**config.mk**
```make
export PLATFORM = sky130hd
export DESIGN_NAME = mac_tx_arbiter
export DESIGN_NICKNAME = d
export VERILOG_FILES = /design/src/rtl/mac_tx_arbiter.sv
export SDC_FILE = /design/constraint.sdc
export NUM_CORES = 1
export LEC_CHECK = 0
export CORE_AREA = 3 3 189 191
export DETAILED_ROUTE_END_ITERATION = 16
export DIE_AREA = 0 0 192 194
export GPL_TIMING_DRIVEN = 0
export PLACE_DENSITY = 0.52
export SETUP_SLACK_MARGIN = 0.4
export SLEW_MARGIN = 20
export SYNTH_ARGS = -nofsm -noshare
export SYNTH_HDL_FRONTEND = slang
export SYNTH_SLANG_ARGS = --single-unit
```
**constraint.sdc**
```tcl
create_clock -name clk_156m25 -period 3.45 [get_ports clk_156m25]
set_input_delay 0.69 -clock clk_156m25 [delete_from_list [all_inputs] [get_ports clk_156m25]]
set_output_delay 0.69 -clock clk_156m25 [all_outputs]
set_load 0.02 [all_outputs]
```
**src/rtl/mac_tx_arbiter.sv**
```systemverilog
// Round-robin packet arbiter sharing one 10GE MAC transmit interface between NUM_SRC sources.
// Define MAC_TX_ARB_STATS_EN to build the per-source sent-packet counters on pkt_cnt.
module mac_tx_arbiter #(
  parameter int NUM_SRC = 4,
  parameter int MIN_GAP = 0
) (
  input  logic                         clk_156m25,
  input  logic                         reset_156m25_n,
  input  logic [NUM_SRC-1:0]           src_val,
  input  logic [NUM_SRC-1:0]           src_sop,
  input  logic [NUM_SRC-1:0]           src_eop,
  input  logic [3*NUM_SRC-1:0]         src_mod,
  input  logic [64*NUM_SRC-1:0]        src_data,
  output logic [NUM_SRC-1:0]           src_ready,
  output logic [63:0]                  pkt_tx_data,
  output logic                         pkt_tx_val,
  output logic                         pkt_tx_sop,
  output logic                         pkt_tx_eop,
  output logic [2:0]                   pkt_tx_mod,
  input  logic                         pkt_tx_full,
  output logic [$clog2(NUM_SRC)-1:0]   grant_id,
  output logic                         busy,
  output logic                         proto_err,
  output logic [32*NUM_SRC-1:0]        pkt_cnt
);

  localparam int unsigned N  = NUM_SRC;
  localparam int unsigned GW = $clog2(NUM_SRC);
  localparam logic [3:0] GAP_LOAD = (MIN_GAP > 0) ? 4'(MIN_GAP - 1) : 4'd0;

  localparam logic [1:0] IDLE = 2'd0;
  localparam logic [1:0] SEND = 2'd1;
  localparam logic [1:0] GAP  = 2'd2;

  logic [1:0]    state;
  logic [GW-1:0] last;
  logic [GW-1:0] pick;
  logic [GW-1:0] idx;
  logic [GW-1:0] sel;
  logic [3:0]    gap_cnt;
  logic [N-1:0]  cand;
  logic [N-1:0]  discard;
  logic [N-1:0]  ready;
  logic          cand_any;
  logic          acc;
  logic          sel_sop;
  logic          sel_eop;
  logic [63:0]   data_a [N];
  logic [2:0]    mod_a  [N];

  always_comb begin
    for (int unsigned i = 0; i < N; i++) begin
      data_a[i] = src_data[i*64 +: 64];
      mod_a[i]  = src_mod[i*3 +: 3];
    end
  end

  // Search order starts just after the last winner and wraps modulo NUM_SRC.
  always_comb begin
    cand     = src_val & src_sop;
    cand_any = 1'b0;
    pick     = '0;
    idx      = last;
    for (int unsigned k = 0; k < N; k++) begin
      idx = (idx == GW'(N - 1)) ? '0 : idx + GW'(1);
      if (!cand_any && cand[idx]) begin
        cand_any = 1'b1;
        pick     = idx;
      end
    end
  end

  always_comb begin
    acc     = 1'b0;
    ready   = '0;
    discard = '0;
    sel     = grant_id;
    case (state)
      IDLE: begin
        sel     = pick;
        discard = src_val & ~src_sop;
        acc     = cand_any & ~pkt_tx_full;
        ready   = discard;
        if (acc) ready[pick] = 1'b1;
      end
      SEND: begin
        acc             = src_val[grant_id] & ~pkt_tx_full;
        ready[grant_id] = acc;
      end
      default: ;
    endcase
    sel_sop = src_sop[sel];
    sel_eop = src_eop[sel];
  end

  assign src_ready = reset_156m25_n ? ready : '0;

  always_ff @(posedge clk_156m25 or negedge reset_156m25_n) begin
    if (!reset_156m25_n) begin
      state       <= IDLE;
      last        <= GW'(N - 1);
      grant_id    <= '0;
      busy        <= 1'b0;
      proto_err   <= 1'b0;
      gap_cnt     <= '0;
      pkt_tx_val  <= 1'b0;
      pkt_tx_sop  <= 1'b0;
      pkt_tx_eop  <= 1'b0;
      pkt_tx_data <= '0;
      pkt_tx_mod  <= '0;
    end else begin
      pkt_tx_val <= acc;
      pkt_tx_sop <= acc & sel_sop;
      pkt_tx_eop <= acc & sel_eop;
      if (acc) begin
        pkt_tx_data <= data_a[sel];
        pkt_tx_mod  <= mod_a[sel];
      end
      if (|discard) proto_err <= 1'b1;
      case (state)
        IDLE: if (acc) begin
          grant_id <= pick;
          last     <= pick;
          busy     <= ~sel_eop;
          if (!sel_eop) begin
            state <= SEND;
          end else if (MIN_GAP > 0) begin
            state   <= GAP;
            gap_cnt <= GAP_LOAD;
          end
        end
        SEND: if (acc) begin
          if (sel_sop) proto_err <= 1'b1;
          if (sel_eop) begin
            busy <= 1'b0;
            if (MIN_GAP > 0) begin
              state   <= GAP;
              gap_cnt <= GAP_LOAD;
            end else begin
              state <= IDLE;
            end
          end
        end
        GAP: begin
          if (gap_cnt == '0) state <= IDLE;
          else gap_cnt <= gap_cnt - 4'd1;
        end
        default: state <= IDLE;
      endcase
    end
  end

`ifdef MAC_TX_ARB_STATS_EN
  logic [31:0] cnt [N];

  always_ff @(posedge clk_156m25 or negedge reset_156m25_n) begin
    if (!reset_156m25_n) begin
      for (int unsigned i = 0; i < N; i++) cnt[i] <= '0;
    end else if (acc && sel_eop) begin
      cnt[sel] <= cnt[sel] + 32'd1;
    end
  end

  always_comb begin
    pkt_cnt = '0;
    for (int unsigned i = 0; i < N; i++) pkt_cnt[i*32 +: 32] = cnt[i];
  end
`else
  assign pkt_cnt = '0;
`endif

endmodule

```
==> run metrics <==
status=complete, no violations; root buf cell=clkbuf_16; via count=7494; predominant post-synthesis flop cell=dfrtp_1; clock skew=0.00922 ns; DR vias/cell=4.32; Slowest-stage cell, CP=dfstp_2; commonest non-fill, non-tap cell in the layout=clkdlybuf4s50_1; Slew Limit Fails=0; Max-slew headroom=0.583; Seq/Total Area, Yosys=0.292; cell class contributing the biggest share of worst-path delay=compound AO/OA/AOI/OAI gates; clk slew on worst S/H paths=0.07 ns; register cell area after layout=1930 sq um; Core Region=34300 sq um; Worst setup EP type=output port; worst path cell trace=ha_4 > nand3b_1 > o311ai_4 > a41o_2 > a31oi_1 > o22a_1 > nor2_2 > buf_6; class of the worst hold path=input port to asynchronous set/reset pin; P_leak=5.20 nW; EDFF count, synth=0; DR WL/cell=19.9 um; CTS tree=done; CP arrival=2.30 ns; RSZ-0062 raised after global routing=true; met2 GRT Util=0.303; io pins=489; DP HPWL=26300 um; floorplan row count=68; critical path's largest stage delay=0.56 ns; TritonCTS Buffers=9; largest fanout on the critical path=5; Layout area overhead=78.9%; yosys warns=0; cell area after layout=11800 sq um; Buffers & Inverters on Critical Path=1; Post-CTS Hold Buffers=0; CP required=2.76 ns; Die Ht=194 um; register bit count reported by yosys=77; most frequent cells in the layout=347 x clkdlybuf4s50_1, 144 x buf_4, 128 x conb_1, 75 x dfrtp_1, 71 x nor2_1; Synth Area in Compound Gates=0.314; Setup crit start kind=register; Synth Area in Adders=0.00569; # port buffers=360; initial antenna violation count=2; setup TNS=0 ns; Tot Pwr=9.25 mW; die width=192 um; VDD IR max=291 uV; post-synthesis cell area=6600 sq um; max-cap violations=0; GR Layer Usage met3=0.0401; slew at the pin closest to its max-slew limit=0.625 ns; Detailed Routing Iterations Pass 1=4; Fillers=3570; Layout Cells excl Fill=1734; area taken by multi-input logic gates=3950 sq um; final RePlAce weighted congestion=0.841; Setup WS post-layout=0.458 ns; met1 usage in global routing=0.222; pwr dens=784 nW/um^2; H-tree levels=3; Simple-Gate Fraction of Synth Area=0.0713; antenna-violating nets left=0; largest family of logic cells by synthesized area=compound AO/OA/AOI/OAI gates; Synth Area in XOR/XNOR=0; Final Hold Vio Count=0; synthesized netlist cell count=764; DRC=0; layout cells sized above 1=0.184; Avg Inst Size Synth=8.64 sq um; largest net degree at the start of global routing=51; total track usage=0.176; FFs w/ async S/R, synth=1.00; Final nets=1559; clock sink count=77; fin crit share=0.867; gr busiest metal=met2; mux cell area share after synthesis=0.115; grt total ovfl=0; Yosys cell types=55; Finish-stage setup viols=0; vias in the first global route=7731; min cycle time layout=2.99 ns; Routed Wire Length=34500 um; Initial DRC Count=311; maximum clock rate=0.334 GHz; dpl ws=-0.695 ns; critical path type=register to output port; worst skew pair latency=0.35 ns; worst-case clock buffer depth=2; first-pass GRT wire length=49700 um; overall die area=37200 sq um; Hold Slack=0.202 ns; Initial Util=0.193; placed cell count=1707; utilization after layout=0.344; placed instance area=11300 sq um
worst paths after layout:
kind / endpoint / slack, ns / startpoint / cells past startpoint
max in group asynchronous: pkt_tx_data[16] / 2.63 / reset_156m25_n / 2
setup reg to reg: busy / 0.61 / last[0] / 12
hold / removal: pkt_tx_data[44] / 0.20 / reset_156m25_n / 1
min in group clk_156m25: busy / 0.52 / busy / 1
setup / recovery: src_ready[1] / 0.46 / last[0] / 8
hold reg to reg: busy / 0.52 / busy / 1
kinds of logic (layout without fill, tap and decap cells):
| family | after synthesis | in the layout |
|---|---|---|
| AOI/OAI and AO/OA | 306 | 306 |
| buffers and inverters | 195 | 582 |
| and+or+nand+nor | 108 | 108 |
| DFF | 77 | 77 |
| muxes | 74 | 74 |
| adders and majority gates | 3 | 3 |
| other | 1 | 129 |
per-layer routing:
layer / vias up / wire, um
li1: 3591 / -
met1: 3520 / 14300
met2: 354 / 16800
met3: 27 / 2810
met4: 2 / 556
met5: - / 13
cell usage after synthesis (5+ instances only):
master	number	share of area
buf_2	21	0.016
nor2_1	76	0.043
o21a_1	69	0.078
clkbuf_1	27	0.015
a211oi_1	67	0.076
mux2i_1	70	0.11
o22ai_1	68	0.064
buf_6	10	0.017
nand2_1	8	0.0045
buf_4	131	0.15
dfrtp_1	75	0.28
nand3_1	5	0.0038
o21ai_0	70	0.053
where the power goes:
part / switching, mW / leakage, nW / total [mW] / internal [mW]
Combinational: 3.67 / 4.18 / 6.50 / 2.84
Sequential: 0.268 / 0.865 / 1.65 / 1.38
Clock: 0.465 / 0.156 / 1.10 / 0.637
timing repair:
action,in CTS,in global routing
setup endpoints to repair,57,47
pin swaps,10,6
gates resized for setup,64,15
buffers inserted,9,1
final cells by class:
type / instances / share of cell area
multi-input combinational: 619 / 0.335
antenna: 1 / 0.000212
buffer: 189 / 0.113
clock inverter: 6 / 0.00742
timing repair buffer: 371 / 0.312
sequential: 77 / 0.163
tap: 455 / 0.0482
inverter: 6 / 0.00233
clock buffer: 10 / 0.0194
sequential cells by signal (all words and copies together) (netlist names):
name / flops
last: 2
proto_err: 1
pkt_tx_sop: 1
pkt_tx_eop: 1
state: 1
pkt_tx_mod: 3
grant_id: 2
pkt_tx_data: 64
busy: 1
pkt_tx_val: 1
Note: power is estimated with default switching activity, not from simulation.
